[src/rtl/riscv_core_csr_trap_unit.sv]
// Machine-mode CSR file and trap sequencer for a small RISC-V core.
// Accepts one instruction per idle cycle, executes Zicsr accesses to the
// supported machine CSRs, and sequences ecall/ebreak/illegal/interrupt traps
// and mret through a short TRAP/RET redirect state.
module riscv_core_csr_trap_unit #(
  parameter int              XLEN        = 32,
  parameter logic [XLEN-1:0] RESET_MTVEC = '0
) (
  input  logic            i_clk,
  input  logic            i_rst,
  input  logic            i_valid,
  input  logic [31:0]     i_instr,
  input  logic [XLEN-1:0] i_pc,
  input  logic [XLEN-1:0] i_rs1_data,
  input  logic            i_irq,
  output logic            o_busy,
  output logic            o_rd_wen,
  output logic [XLEN-1:0] o_rd_data,
  output logic            o_redirect,
  output logic [XLEN-1:0] o_redirect_pc,
  output logic            o_illegal
);

  localparam logic [11:0] CSR_MSTATUS  = 12'h300;
  localparam logic [11:0] CSR_MIE      = 12'h304;
  localparam logic [11:0] CSR_MTVEC    = 12'h305;
  localparam logic [11:0] CSR_MSCRATCH = 12'h340;
  localparam logic [11:0] CSR_MEPC     = 12'h341;
  localparam logic [11:0] CSR_MCAUSE   = 12'h342;
  localparam logic [11:0] CSR_MIP      = 12'h344;
  localparam logic [11:0] CSR_MCYCLE   = 12'hB00;
  localparam logic [11:0] CSR_MCYCLEH  = 12'hB80;

  localparam logic [31:0] INSTR_ECALL  = 32'h0000_0073;
  localparam logic [31:0] INSTR_EBREAK = 32'h0010_0073;
  localparam logic [31:0] INSTR_MRET   = 32'h3020_0073;
  localparam logic [31:0] INSTR_WFI    = 32'h1050_0073;

  localparam logic [XLEN-1:0] ALIGN_MASK        = ~(XLEN'(3));
  localparam logic [XLEN-1:0] MTVEC_RESET_VALUE = RESET_MTVEC & ALIGN_MASK;
  localparam logic [XLEN-1:0] CAUSE_ILLEGAL     = XLEN'(2);
  localparam logic [XLEN-1:0] CAUSE_BREAKPOINT  = XLEN'(3);
  localparam logic [XLEN-1:0] CAUSE_ECALL_M     = XLEN'(11);
  localparam logic [XLEN-1:0] CAUSE_MEXT_IRQ    = {1'b1, {(XLEN-5){1'b0}}, 4'd11};
  // The high half of the cycle counter only has its own CSR on RV32.
  localparam logic            HAS_MCYCLEH       = (XLEN == 32);

  typedef enum logic [1:0] {
    ST_IDLE = 2'd0,
    ST_TRAP = 2'd1,
    ST_RET  = 2'd2
  } state_t;

  state_t state_reg, state_next;

  // Architectural CSR state; only implemented bits are stored.
  logic            mstatus_mie_reg,  mstatus_mie_next;
  logic            mstatus_mpie_reg, mstatus_mpie_next;
  logic            mie_meie_reg,     mie_meie_next;
  logic [XLEN-1:0] mtvec_reg,        mtvec_next;
  logic [XLEN-1:0] mscratch_reg,     mscratch_next;
  logic [XLEN-1:0] mepc_reg,         mepc_next;
  logic [XLEN-1:0] mcause_reg,       mcause_next;
  logic [63:0]     cycle_reg,        cycle_next;

  // Registered outputs.
  logic            rd_wen_reg,      rd_wen_next;
  logic [XLEN-1:0] rd_data_reg,     rd_data_next;
  logic            redirect_reg,    redirect_next;
  logic [XLEN-1:0] redirect_pc_reg, redirect_pc_next;
  logic            illegal_reg,     illegal_next;

  // Instruction fields.
  logic [6:0]  opcode;
  logic [4:0]  rd_idx;
  logic [2:0]  funct3;
  logic [4:0]  rs1_field;
  logic [11:0] csr_addr;

  assign opcode    = i_instr[6:0];
  assign rd_idx    = i_instr[11:7];
  assign funct3    = i_instr[14:12];
  assign rs1_field = i_instr[19:15];
  assign csr_addr  = i_instr[31:20];

  // Decode results.
  logic is_system;
  logic is_ecall;
  logic is_ebreak;
  logic is_mret;
  logic is_wfi;
  logic is_csr;
  logic csr_write;
  logic csr_supported;
  logic csr_read_only;
  logic is_illegal;

  // Instruction classification and legality checks
  always_comb begin
    is_system = (opcode == 7'h73);
    is_ecall  = (i_instr == INSTR_ECALL);
    is_ebreak = (i_instr == INSTR_EBREAK);
    is_mret   = (i_instr == INSTR_MRET);
    is_wfi    = (i_instr == INSTR_WFI);
    // funct3 000 and 100 are not CSR accesses; every other value is.
    is_csr    = is_system && (funct3[1:0] != 2'b00);
    // CSRRW/CSRRWI always write; set/clear forms write only with a nonzero source field.
    csr_write = is_csr && ((funct3[1:0] == 2'b01) || (rs1_field != 5'd0));

    case (csr_addr)
      CSR_MSTATUS, CSR_MIE, CSR_MTVEC, CSR_MSCRATCH, CSR_MEPC,
      CSR_MCAUSE, CSR_MIP, CSR_MCYCLE: csr_supported = 1'b1;
      CSR_MCYCLEH:                     csr_supported = HAS_MCYCLEH;
      default:                         csr_supported = 1'b0;
    endcase

    csr_read_only = (csr_addr[11:10] == 2'b11) || (csr_addr == CSR_MIP);

    is_illegal = is_system && (
                   ((funct3 == 3'b000) && !(is_ecall || is_ebreak || is_mret || is_wfi)) ||
                   (funct3 == 3'b100) ||
                   (is_csr && (!csr_supported || (csr_write && csr_read_only))));
  end

  // CSR read mux and read-modify-write data
  logic [XLEN-1:0] csr_rdata;
  logic [XLEN-1:0] csr_operand;
  logic [XLEN-1:0] csr_wdata;

  always_comb begin
    csr_rdata = '0;
    case (csr_addr)
      CSR_MSTATUS: begin
        csr_rdata[3] = mstatus_mie_reg;
        csr_rdata[7] = mstatus_mpie_reg;
      end
      CSR_MIE:      csr_rdata[11] = mie_meie_reg;
      CSR_MTVEC:    csr_rdata     = mtvec_reg;
      CSR_MSCRATCH: csr_rdata     = mscratch_reg;
      CSR_MEPC:     csr_rdata     = mepc_reg;
      CSR_MCAUSE:   csr_rdata     = mcause_reg;
      CSR_MIP:      csr_rdata[11] = i_irq;
      CSR_MCYCLE:   csr_rdata     = cycle_reg[XLEN-1:0];
      CSR_MCYCLEH:  csr_rdata     = XLEN'(cycle_reg[63:32]);
      default:      csr_rdata     = '0;
    endcase

    // Immediate forms use the zero-extended rs1 field as the operand.
    csr_operand = funct3[2] ? XLEN'(rs1_field) : i_rs1_data;

    case (funct3[1:0])
      2'b01:   csr_wdata = csr_operand;
      2'b10:   csr_wdata = csr_rdata | csr_operand;
      default: csr_wdata = csr_rdata & ~csr_operand;
    endcase
  end

  // Acceptance and priority: interrupt > illegal > ecall/ebreak > CSR/mret.
  logic accept;
  logic take_irq;
  logic take_illegal;
  logic take_exc;
  logic take_mret;
  logic do_csr;

  assign accept       = i_valid && (state_reg == ST_IDLE);
  assign take_irq     = accept && i_irq && mstatus_mie_reg && mie_meie_reg;
  assign take_illegal = accept && !take_irq && is_illegal;
  assign take_exc     = accept && !take_irq && !is_illegal && (is_ecall || is_ebreak);
  assign take_mret    = accept && !take_irq && !is_illegal && is_mret;
  assign do_csr       = accept && !take_irq && !is_illegal && is_csr;

  // Next-state logic for the FSM, CSR file, cycle counter and registered outputs
  always_comb begin
    state_next        = state_reg;
    mstatus_mie_next  = mstatus_mie_reg;
    mstatus_mpie_next = mstatus_mpie_reg;
    mie_meie_next     = mie_meie_reg;
    mtvec_next        = mtvec_reg;
    mscratch_next     = mscratch_reg;
    mepc_next         = mepc_reg;
    mcause_next       = mcause_reg;
    cycle_next        = cycle_reg + 64'd1;
    rd_wen_next       = 1'b0;
    rd_data_next      = '0;
    redirect_next     = 1'b0;
    redirect_pc_next  = '0;
    illegal_next      = 1'b0;

    case (state_reg)
      ST_IDLE: begin
        if (take_irq || take_illegal || take_exc) begin
          // The redirect pulse is raised in the TRAP cycle itself.
          state_next       = ST_TRAP;
          mepc_next        = i_pc & ALIGN_MASK;
          redirect_next    = 1'b1;
          redirect_pc_next = mtvec_reg;
          if (take_irq) begin
            mcause_next = CAUSE_MEXT_IRQ;
          end else if (take_illegal) begin
            mcause_next  = CAUSE_ILLEGAL;
            illegal_next = 1'b1;
          end else if (is_ebreak) begin
            mcause_next = CAUSE_BREAKPOINT;
          end else begin
            mcause_next = CAUSE_ECALL_M;
          end
        end else if (take_mret) begin
          state_next       = ST_RET;
          redirect_next    = 1'b1;
          redirect_pc_next = mepc_reg;
        end else if (do_csr) begin
          rd_wen_next  = (rd_idx != 5'd0);
          rd_data_next = csr_rdata;
          if (csr_write) begin
            case (csr_addr)
              CSR_MSTATUS: begin
                mstatus_mie_next  = csr_wdata[3];
                mstatus_mpie_next = csr_wdata[7];
              end
              CSR_MIE:      mie_meie_next           = csr_wdata[11];
              CSR_MTVEC:    mtvec_next              = csr_wdata & ALIGN_MASK;
              CSR_MSCRATCH: mscratch_next           = csr_wdata;
              CSR_MEPC:     mepc_next               = csr_wdata & ALIGN_MASK;
              CSR_MCAUSE:   mcause_next             = csr_wdata;
              // A software write wins over the increment for the written half only.
              CSR_MCYCLE:   cycle_next[XLEN-1:0]    = csr_wdata;
              CSR_MCYCLEH:  cycle_next[63:32]       = csr_wdata[31:0];
              default:      ;
            endcase
          end
        end
      end
      ST_TRAP: begin
        mstatus_mpie_next = mstatus_mie_reg;
        mstatus_mie_next  = 1'b0;
        state_next        = ST_IDLE;
      end
      ST_RET: begin
        mstatus_mie_next  = mstatus_mpie_reg;
        mstatus_mpie_next = 1'b1;
        state_next        = ST_IDLE;
      end
      default: state_next = ST_IDLE;
    endcase
  end

  // State register; reset overrides everything, including a pending redirect
  always_ff @(posedge i_clk) begin
    if (i_rst) begin
      state_reg        <= ST_IDLE;
      mstatus_mie_reg  <= 1'b0;
      mstatus_mpie_reg <= 1'b0;
      mie_meie_reg     <= 1'b0;
      mtvec_reg        <= MTVEC_RESET_VALUE;
      mscratch_reg     <= '0;
      mepc_reg         <= '0;
      mcause_reg       <= '0;
      cycle_reg        <= '0;
      rd_wen_reg       <= 1'b0;
      rd_data_reg      <= '0;
      redirect_reg     <= 1'b0;
      redirect_pc_reg  <= '0;
      illegal_reg      <= 1'b0;
    end else begin
      state_reg        <= state_next;
      mstatus_mie_reg  <= mstatus_mie_next;
      mstatus_mpie_reg <= mstatus_mpie_next;
      mie_meie_reg     <= mie_meie_next;
      mtvec_reg        <= mtvec_next;
      mscratch_reg     <= mscratch_next;
      mepc_reg         <= mepc_next;
      mcause_reg       <= mcause_next;
      cycle_reg        <= cycle_next;
      rd_wen_reg       <= rd_wen_next;
      rd_data_reg      <= rd_data_next;
      redirect_reg     <= redirect_next;
      redirect_pc_reg  <= redirect_pc_next;
      illegal_reg      <= illegal_next;
    end
  end

  assign o_busy        = (state_reg != ST_IDLE);
  assign o_rd_wen      = rd_wen_reg;
  assign o_rd_data     = rd_data_reg;
  assign o_redirect    = redirect_reg;
  assign o_redirect_pc = redirect_pc_reg;
  assign o_illegal     = illegal_reg;

endmodule

[config.mk]
export PLATFORM = sky130hd
export DESIGN_NAME = riscv_core_csr_trap_unit
export DESIGN_NICKNAME = d
export VERILOG_FILES = /design/src/rtl/riscv_core_csr_trap_unit.sv
export SDC_FILE = /design/constraint.sdc
export NUM_CORES = 1
export LEC_CHECK = 0
export ABC_AREA = 1
export BUFFER_PORTS_ARGS = -buffer_cell sky130_fd_sc_hd__buf_2
export CAP_MARGIN = 0
export CORE_MARGIN = 10
export CORE_UTILIZATION = 23
export DETAILED_ROUTE_END_ITERATION = 10
export GPL_ROUTABILITY_DRIVEN = 0
export PLACE_DENSITY = 0.36
export SYNTH_ARGS = -nofsm -noshare
export SYNTH_HDL_FRONTEND = slang
export SYNTH_SLANG_ARGS = --single-unit
[constraint.sdc]
create_clock -name i_clk -period 3.9 [get_ports i_clk]
set_input_delay 0.585 -clock i_clk [delete_from_list [all_inputs] [get_ports i_clk]]
set_output_delay 0.585 -clock i_clk [all_outputs]
set_load 0.01 [all_outputs]
==> impl_metrics.toml <==
[yosys]
synth_cell_types = 48
yosysWarnings = 0
ys.flop_type = "dfxtp_1"
synth_edf_count = 0
yosysMostFrequentCell = "nand2_1"
syn-instance-count = 2035
netlist_area_sq_um = 13700
synth_seq_cells = 258
syn_area_per_cell_sq_um = 6.72
async_flop_share = 0
ys_seq_area_frac = 0.378
yosysTopAreaCellShare = 0.378
netlist_top_cells_count = "nand2_1 (416), dfxtp_1 (258), a21oi_1 (244)"
yosys.area.top_type = "dfxtp_1"
yosys-top-cells-area = "dfxtp_1 (38%), nand2_1 (11%), a21oi_1 (8.9%)"

[placed_design]
io_buffers = 163
hpwl_um = 49700

[worst_setup_path]
ff2ff_path_depth = 12
cp.required_ns = 4.31
path_max_fanout = 5
end_kind = "register"
path_class = "reg2reg"
worstSetupStartpointType = "register"
critPathArrivalTime_ns = 3.51

[route]
drt_iter0_drc = 1038
drc = 0
routed_wl_um = 66200
vias = 14500
avgViaCountPerCell = 4.90
drt_pass1_iterations = 5
ant_nets = 0
wl_per_cell_um = 22.4

[layout]
layout-drive-gt1-share = 0.147
antenna_cells = 0
ff_latch_area_sq_um = 5160
fill_cells = 6574
largest_reg_flops = 64
multi_input_area_sq_um = 7300
areaGrowthSynthToFinish_pct = 20.5
nets = 2273

[clock_tree]
cts_sinks = 258
cts.repair.resized = 0
cts_setup_buffers = 0
cts_made_buffers = 34
clockBufferDepth = 3
cts.clk_slew.worst_paths_ns = 0.06
cts_root_buffer = "clkbuf_16"
ctsHoldBuffers = 0
cts_tree = "yes"
clock_latency_ns = 0.54
htreeDepth = 2

[power]
p_total_w = 0.00634
cellLeakagePower_nw = 6.46
power_density_nw_per_um2 = 385
ir_worst_vdd_v = 0.000211

[sta]
fin_tns_setup_ns = 0
setup_viol = 0
fin_crit_ns = 3.10
period_share = 0.795
rsz0062_at_grt = "false"
slew_violations = 0
clock_skew_ns = 0.0259
report.final.hold_viol_count = 0
fmax_mhz = 322
worst_pin_slew_ns = 1.10
timing.slew.headroom = 0.263

[floorplanning]
pin_count = 168
rows = 89
die_y_um = 264
design.core.area_sq_um = 58900
die_area_sq_um = 69600
die_w_um = 264
initial_core_util = 0.232

[run]
cap_violations = 0

[global_route]
grt_overflow = 0
track_usage = 0.183
grt_antenna_before_repair = 0
grt_max_degree = 64
grt_pass1_vias = 14000
grt_pass1_wl_um = 97800

[outcome]
status = "finished clean"

[worst_hold_path]
min_path_type = "in2reg"
min_path_cells = 5
[cell usage in the layout, fill, tap and decap left out, drive strengths merged, types with 2 or more instances in the layout]
cell type  count
conb           2
dfxtp        258
nor3          47
nand3b         4
nand3         89
o21ai        249
a31oi          3
and3           2
nor2         244
nand4         50
bufinv         4
buf          206
o22ai          6
o21a           2
a211oi        17
ha             8
nand2        425
inv          180
xor2          55
a21oi        256
clkinv         9
xnor2          2
clkbuf        46
nor4          15
[where the power goes]
group          leakage, nW  switching, W  internal [W]
logic                 3.80      0.000282      0.000102
registers             2.08    0.00000362       0.00264
clock network        0.573       0.00129       0.00203
total                 6.46       0.00158       0.00477
[cell families (layout without fill, tap and decap cells)]
kind of cell,count (synthesis),in the layout,share of synthesized area
AO/OA/AOI/OAI,538,538,0.206
XOR/XNOR,57,57,0.0365
adder cells (fa/ha/maj),8,8,0.00732
buffers and inverters,293,446,0.0895
flip-flops,258,258,0.378
multiplexers,1,1,0.000732
other,1,2,0.000274
AND/OR/NAND/NOR,879,879,0.283
[metal layers]
layer  vias to the layer above  GRT usage  share of wire
met1                      6989      0.262           0.49
met4                         0     0.0343          0.014
met3                        57     0.0290          0.058
met5                         -          0              0
li1                       7010          -              -
met2                       459      0.284           0.44
[area by class of cell]
class / instances / area share
Clock inverter: 14 / 0.0112
Timing Repair Buffer: 206 / 0.0736
Multi-Input combinational cell: 1485 / 0.443
Tap cell: 773 / 0.0587
Clock buffer: 46 / 0.0593
Sequential cell: 258 / 0.313
Inverter: 180 / 0.0411
[worst max-delay path, cell delays in order, from the launching register on]
cell and delay [ns]:
dfxtp_1 0.41, inv_1 0.10, nor3_1 0.53, nand2_2 0.21, nor2_1 0.22, nand3_1 0.26
nor3_2 0.46, nand3_1 0.26, nor2_1 0.19, xor2_1 0.15, nand2_1 0.06, nand2_1 0.07
a21oi_1 0.06
[final timing paths]
path | from | end | slack [ns]
setup / recovery | cycle_reg[4] | cycle_reg[57] | 0.80
hold / removal | i_pc[28] | mepc_reg[28] | 0.38
setup reg to reg | cycle_reg[4] | cycle_reg[57] | 0.80
hold reg to reg | mcause_reg[18] | mcause_reg[18] | 0.48
[per-stage QoR]
stage | instance area, sq um | utilization | instances | setup slack (ns) | hold slack, ns
final | 16500 | 0.280 | 2962 | 0.798 | 0.384
after global placement | 15300 | 0.260 | 2902 | 0.352 | 0.466
after detailed placement | 15300 | 0.260 | 2902 | 0.327 | 0.471
after floorplan | 13700 | - | 2036 | 1.50 | 0.444
after CTS | 16500 | 0.280 | 2962 | 0.874 | 0.368
after global routing | 16500 | 0.280 | 2962 | 0.635 | 0.420
No activity file was read; power rests on OpenSTA's default activity.
